--- src/rtl/rr_req_stage8_if.sv ---
// Lane-side and output-side flit handshakes of the 8-lane round-robin request stage.
// slave is the stage itself, master is whoever drives the lanes and consumes the output.
interface rr_req_stage8_if #(
    parameter int DATA_W = 64
);
    logic [7:0]          in_valid;
    logic [8*DATA_W-1:0] in_data;
    logic [7:0]          in_ready;
    logic                out_valid;
    logic [DATA_W-1:0]   out_data;
    logic [2:0]          out_src;
    logic                out_ready;

    modport master (
        output in_valid, in_data, out_ready,
        input  in_ready, out_valid, out_data, out_src
    );

    modport slave (
        input  in_valid, in_data, out_ready,
        output in_ready, out_valid, out_data, out_src
    );
endinterface

--- src/rtl/rr_req_stage8.sv ---
// Eight 2-deep lane FIFOs feeding an external round-robin arbiter; the granted head
// is moved into a registered output slot, and malformed grants are flagged and counted.
module rr_req_stage8 #(
    parameter int DATA_W = 64
) (
    input  logic           clk,
    input  logic           reset,
    rr_req_stage8_if.slave bus,
    output logic [7:0]     req,
    output logic           arb_en,
    input  logic [7:0]     gnt,
    output logic           gnt_err,
    output logic [7:0]     err_cnt
);

    function automatic logic is_onehot8(input logic [7:0] v);
        return (v != 8'h00) && ((v & (v - 8'h01)) == 8'h00);
    endfunction

    // Only meaningful for a one-hot input; OR-encoding avoids a priority chain.
    function automatic logic [2:0] onehot_idx8(input logic [7:0] v);
        logic [2:0] idx;
        idx = 3'd0;
        for (int i = 0; i < 8; i++) begin
            idx = idx | (v[i] ? 3'(i) : 3'd0);
        end
        return idx;
    endfunction

    logic [1:0]        count_q [8];
    logic [1:0]        count_d [8];
    logic [DATA_W-1:0] head_q  [8];
    logic [DATA_W-1:0] head_d  [8];
    logic [DATA_W-1:0] tail_q  [8];
    logic [DATA_W-1:0] tail_d  [8];

    logic              out_valid_q, out_valid_d;
    logic [DATA_W-1:0] out_data_q,  out_data_d;
    logic [2:0]        out_src_q,   out_src_d;
    logic              gnt_err_q,   gnt_err_d;
    logic [7:0]        err_cnt_q,   err_cnt_d;

    logic [7:0] full_s;
    logic [7:0] push_s;
    logic [7:0] pop_s;
    logic       gnt_legal_s;
    logic       gnt_illegal_s;
    logic [2:0] gnt_idx_s;

    // Lane status, arbiter handshake and grant legality
    always_comb begin
        for (int i = 0; i < 8; i++) begin
            req[i]    = (count_q[i] != 2'd0);
            full_s[i] = (count_q[i] == 2'd2);
        end
        bus.in_ready  = reset ? 8'h00 : ~full_s;
        arb_en        = reset | ~out_valid_q | bus.out_ready;
        gnt_legal_s   = arb_en && is_onehot8(gnt) && ((gnt & ~req) == 8'h00);
        gnt_illegal_s = (gnt != 8'h00) && !gnt_legal_s;
        gnt_idx_s     = onehot_idx8(gnt);
        // Fullness is judged before this cycle's pop, so a full lane never takes a push.
        push_s        = bus.in_valid & ~full_s;
        pop_s         = gnt_legal_s ? gnt : 8'h00;
    end

    // Per-lane two-entry FIFO update
    always_comb begin
        for (int i = 0; i < 8; i++) begin
            count_d[i] = count_q[i];
            head_d[i]  = head_q[i];
            tail_d[i]  = tail_q[i];
            case ({push_s[i], pop_s[i]})
                2'b10: begin
                    if (count_q[i] == 2'd0) begin
                        head_d[i] = bus.in_data[i*DATA_W +: DATA_W];
                    end else begin
                        tail_d[i] = bus.in_data[i*DATA_W +: DATA_W];
                    end
                    count_d[i] = count_q[i] + 2'd1;
                end
                2'b01: begin
                    head_d[i]  = tail_q[i];
                    count_d[i] = count_q[i] - 2'd1;
                end
                // Push+pop only happens at count 1: the new flit replaces the head.
                2'b11: begin
                    head_d[i] = bus.in_data[i*DATA_W +: DATA_W];
                end
                default: begin
                end
            endcase
        end
    end

    // Output slot load/drain and illegal-grant bookkeeping
    always_comb begin
        out_valid_d = out_valid_q;
        out_data_d  = out_data_q;
        out_src_d   = out_src_q;
        if (gnt_legal_s) begin
            out_valid_d = 1'b1;
            out_data_d  = head_q[gnt_idx_s];
            out_src_d   = gnt_idx_s;
        end else if (bus.out_ready) begin
            out_valid_d = 1'b0;
        end else begin
            out_valid_d = out_valid_q;
        end
        gnt_err_d = gnt_err_q | gnt_illegal_s;
        if (gnt_illegal_s && (err_cnt_q != 8'hFF)) begin
            err_cnt_d = err_cnt_q + 8'd1;
        end else begin
            err_cnt_d = err_cnt_q;
        end
    end

    // State registers with synchronous reset
    always_ff @(posedge clk) begin
        if (reset) begin
            for (int i = 0; i < 8; i++) begin
                count_q[i] <= 2'd0;
                head_q[i]  <= {DATA_W{1'b0}};
                tail_q[i]  <= {DATA_W{1'b0}};
            end
            out_valid_q <= 1'b0;
            out_data_q  <= {DATA_W{1'b0}};
            out_src_q   <= 3'd0;
            gnt_err_q   <= 1'b0;
            err_cnt_q   <= 8'd0;
        end else begin
            for (int i = 0; i < 8; i++) begin
                count_q[i] <= count_d[i];
                head_q[i]  <= head_d[i];
                tail_q[i]  <= tail_d[i];
            end
            out_valid_q <= out_valid_d;
            out_data_q  <= out_data_d;
            out_src_q   <= out_src_d;
            gnt_err_q   <= gnt_err_d;
            err_cnt_q   <= err_cnt_d;
        end
    end

    assign bus.out_valid = out_valid_q;
    assign bus.out_data  = out_data_q;
    assign bus.out_src   = out_src_q;
    assign gnt_err       = gnt_err_q;
    assign err_cnt       = err_cnt_q;

endmodule

--- src/flat_wrapper.sv ---
// flat-port wrapper written by rule: the top's interface ports become plain ports
module rr_req_stage8_flat 
#(
    parameter int DATA_W = 64
)
  (clk, reset, req, arb_en, gnt, gnt_err, err_cnt, bus_in_valid, bus_in_data, bus_out_ready, bus_in_ready, bus_out_valid, bus_out_data, bus_out_src);
  rr_req_stage8_if #(.DATA_W(DATA_W)) bus_i ();
  input  logic clk;
  input  logic reset;
  output logic [7:0] req;
  output logic arb_en;
  input  logic [7:0] gnt;
  output logic gnt_err;
  output logic [7:0] err_cnt;
  input wire logic [$bits(bus_i.in_valid)-1:0] bus_in_valid;
  input wire logic [$bits(bus_i.in_data)-1:0] bus_in_data;
  input wire logic [$bits(bus_i.out_ready)-1:0] bus_out_ready;
  output wire logic [$bits(bus_i.in_ready)-1:0] bus_in_ready;
  output wire logic [$bits(bus_i.out_valid)-1:0] bus_out_valid;
  output wire logic [$bits(bus_i.out_data)-1:0] bus_out_data;
  output wire logic [$bits(bus_i.out_src)-1:0] bus_out_src;
  assign bus_i.in_valid = bus_in_valid;
  assign bus_i.in_data = bus_in_data;
  assign bus_i.out_ready = bus_out_ready;
  assign bus_in_ready = bus_i.in_ready;
  assign bus_out_valid = bus_i.out_valid;
  assign bus_out_data = bus_i.out_data;
  assign bus_out_src = bus_i.out_src;
  rr_req_stage8 #(.DATA_W(DATA_W)) u_core (.clk(clk), .reset(reset), .bus(bus_i), .req(req), .arb_en(arb_en), .gnt(gnt), .gnt_err(gnt_err), .err_cnt(err_cnt));
endmodule
--- config.mk ---
export PLATFORM = sky130hd
export DESIGN_NAME = rr_req_stage8_flat
export DESIGN_NICKNAME = d
export VERILOG_FILES = /design/src/rtl/rr_req_stage8_if.sv /design/src/rtl/rr_req_stage8.sv /design/src/flat_wrapper.sv
export SDC_FILE = /design/constraint.sdc
export NUM_CORES = 2
export LEC_CHECK = 0
export BUFFER_PORTS_ARGS = -buffer_cell sky130_fd_sc_hd__buf_2
export CAP_MARGIN = 20
export CORE_MARGIN = 5
export CORE_UTILIZATION = 45
export CTS_BUF_LIST = sky130_fd_sc_hd__clkbuf_8
export DETAILED_ROUTE_END_ITERATION = 8
export PLACE_DENSITY = 0.71
export SYNTH_ARGS = -nofsm -noshare
export SYNTH_HDL_FRONTEND = slang
export SYNTH_SLANG_ARGS = --single-unit
--- constraint.sdc ---
create_clock -name clk -period 6.5 [get_ports clk]
set_input_delay 0.975 -clock clk [delete_from_list [all_inputs] [get_ports clk]]
set_output_delay 0.975 -clock clk [all_outputs]
set_load 0.1 [all_outputs]
==> results.json <==
{
  "status": "finished, final reports clean",
  "htreeDepth": 4,
  "fillCellCount": 9292,
  "final.setup_skew_ns": 0.0501,
  "ys_ff_latch": 1117,
  "totalWireLength_um": 158000,
  "placement_rows": 119,
  "antenna_found_initial": 45,
  "synth_top_family_by_area": "multiplexers",
  "synth_cell_types": 41,
  "cts_buffer_depth": 3,
  "grt_util_all_layers": 0.269,
  "p_int_w": 0.0118,
  "die_area_um2": 113000,
  "drt_iter0_drc": 3556,
  "clk_latency_ns": 0.90,
  "ir_worst_vdd_mv": 0.171,
  "critPathMaxFanout": 66,
  "r2r_start": "u_core.count_q[2][0]$_SDFFE_PP0P_",
  "async_flop_share": 0,
  "cap_viol_max_count": 0,
  "seq_area_frac_synth": 0.572,
  "final_max_slew_viol_count": 0,
  "period_minus_slack_ns": 4.50,
  "fp.coreArea_um2": 106000,
  "p_switching_w": 0.00465,
  "die_w_um": 337,
  "synthSimpleGateAreaFrac": 0.149,
  "root_buffer": "clkbuf_8",
  "netlist_area_um2": 48100,
  "crit_arrival_ns": 5.06,
  "finalCritPeriodShare": 0.692,
  "rsz0062_at_grt": "false",
  "postCtsSetupBuffers": 0,
  "cts_tree": "yes",
  "critPathLaunch": "gnt[4]",
  "p_leak_nw": 20.5,
  "gp_congestion": 0.859,
  "start_kind": "input pin",
  "first_pass_iters": 8,
  "p_seq_frac": 0.507,
  "grt_pass1_wl_um": 228000,
  "vias_per_cell": 5.51,
  "power_w": 0.0164,
  "power_frac_clock": 0.366,
  "worst_slew_pin_slew_ns": 1.10,
  "synth_mux_area_frac": 0.168,
  "p_comb_frac": 0.128,
  "synth-main-ff-cell": "dfxtp_1",
  "finalSetupViolCount": 0,
  "synth_nets": 5197,
  "top_level_ports": 625,
  "area_growth_pct": 16.7,
  "nets": 5721,
  "grt_start_max_net_pins": 198,
  "synth_xor_area_frac": 0.00437,
  "crit_required_ns": 7.06,
  "power.density_nw_per_um2": 293,
  "worst-setup-path-type": "input pin to flip-flop",
  "hp-class": "input pin to flip-flop",
  "endpoint_kind": "flip-flop",
  "portBuffers": 624,
  "grt.overflow.total": 0,
  "path_clk_slew_ns": 0.06,
  "synth_fa_ha_area_frac": 0.00651,
  "drc": 0,
  "drive_gt1_frac": 0.209,
  "relSlewSlack": 0.266,
  "clock_sinks": 1117,
  "synth_edf_count": 512,
  "drtAntennaViolNets": 0,
  "sw_frac_of_total": 0.283,
  "netlist_instances": 4641,
  "grt_pass1_vias": 35700,
  "vias": 37200,
  "synth_warnings": 0,
  "clock.fmax_mhz": 222,
  "synth_compound_area_frac": 0.0691,
  "cts_resized": 0,
  "min_from": "bus_in_data[382]",
  "numCtsBuffers": 185,
  "start_util": 0.455,
  "die_h_um": 337,
  "avgSynthCellArea_um2": 10.4,
  "tns_ns": 0,
  "finalHoldViolCount": 0,
  "wl_per_cell_um": 23.4,
  "hpwlAfterDp_um": 106000,
  "cts_hold_buf": 0
}
-- power groups by stage --
stage | registers, W | clock network, W | logic [W]
2_1_floorplan | 0.00837 | 0 | 0.00125
3_3_place_gp | 0.00843 | 0 | 0.00206
3_5_place_dp | 0.00845 | 0 | 0.00210
4_1_cts | 0.00831 | 0.00610 | 0.00211
5_1_grt | 0.00836 | 0.00643 | 0.00227
6_report | 0.00832 | 0.00600 | 0.00209
-- through the flow --
step                      area (um^2)  hold WS, ns  instances   util  worst slack (ns)
final                           56100        0.328       6749  0.531              2.00
after floorplan                 48100        0.436       4641      -              1.27
after detailed placement        52400        0.446       6368  0.496              1.05
after CTS                       56000        0.249       6718  0.530              2.00
after global placement          52400        0.440       6368  0.496              1.17
after global routing            56000        0.275       6731  0.530              1.85
-- registers in the layout, summed over array words and instances (netlist names) --
register	cells
u_core.gnt_err	1
u_core.bus.out_valid	1
u_core.tail_q	512
u_core.bus.out_data	64
u_core.bus.out_src	3
u_core.count_q	16
u_core.err_cnt	8
u_core.head_q	512
-- path summary, 6_finish.rpt --
kind / endpoint / cells after the start / slack (ns)
max reg2reg: u_core.head_q[7][16]$_SDFFCE_PP0P_ / 10 / 2.03
max: u_core.head_q[5][10]$_SDFFCE_PN0P_ / 11 / 2.00
min reg2reg: u_core.tail_q[4][23]$_SDFFE_PP0P_ / 2 / 0.45
min: u_core.tail_q[5][62]$_SDFFE_PP0P_ / 3 / 0.33
-- synth_stat cells (16+ instances only) --
cell,n,share of area
dfxtp_1,605,0.25
edfxtp_1,512,0.32
a311oi_1,64,0.012
ha_1,25,0.0065
clkbuf_1,281,0.022
mux2i_1,513,0.11
buf_1,23,0.0018
nand2_1,1188,0.093
mux4_2,128,0.060
xor2_1,16,0.0029
nor2_1,607,0.047
a21oi_1,515,0.054
buf_2,24,0.0025
inv_1,21,0.0016
-- logic make-up (layout without fill, tap and decap cells) --
logic type,Yosys count,in the layout
and+or+nand+nor,1862,1862
other,0,30
buffers and inverters,365,1052
xor gates and xnor gates,24,24
muxes,646,646
adders and majority gates,25,25
DFF,1117,1117
AOI/OAI and AO/OA,602,602
-- metal layers --
| layer | wire, um | part of all wire | up-vias | global-route usage |
|---|---|---|---|---|
| met5 | 161 | 0.0010 | - | 0 |
| met4 | 5550 | 0.035 | 26 | 0.101 |
| met3 | 15500 | 0.098 | 292 | 0.0813 |
| met2 | 75400 | 0.48 | 1611 | 0.439 |
| met1 | 61500 | 0.39 | 18100 | 0.341 |
| li1 | - | - | 17100 | - |
-- cells in the final DEF, fill, tap and decap left out, types with 5 or more instances in the layout --
cell and instances:
nand2_1 1180, buf_2 623, nor2_1 607, dfxtp_1 605, a21oi_1 515, mux2i_1 513
edfxtp_1 512, clkbuf_8 214, mux4_2 128, inv_1 95, a311oi_1 64, buf_4 43
diode_2 30, clkinv_2 26, clkinv_1 24, ha_1 17, xor2_1 16, buf_12 14
nor2b_1 13, nand2b_1 10, o21bai_4 8, xnor2_1 8, ha_4 8, and2_4 7
nand2_4 5, mux2_2 5
-- cell type report --
cell class	instances	area (um^2)	area share
Sequential cell	1117	27500	0.490
Multi-Input combinational cell	3159	19400	0.345
Timing Repair Buffer	681	3740	0.0666
Clock buffer	214	2950	0.0525
Tap cell	1391	1740	0.0310
Clock inverter	136	652	0.0116
Inverter	21	78.8	0.00141
Antenna cell	30	75.1	0.00134
-- critical path: stages --
cell,delay [ns]
buf_2,0.16
or4_2,0.69
or2_1,0.33
nand4_1,0.20
a31oi_4,0.05
buf_4,0.27
nand2_1,0.18
ha_1,0.23
and2_4,0.79
or3_4,0.87
nor2_1,0.13
Note: power is estimated with default switching activity, not from simulation.
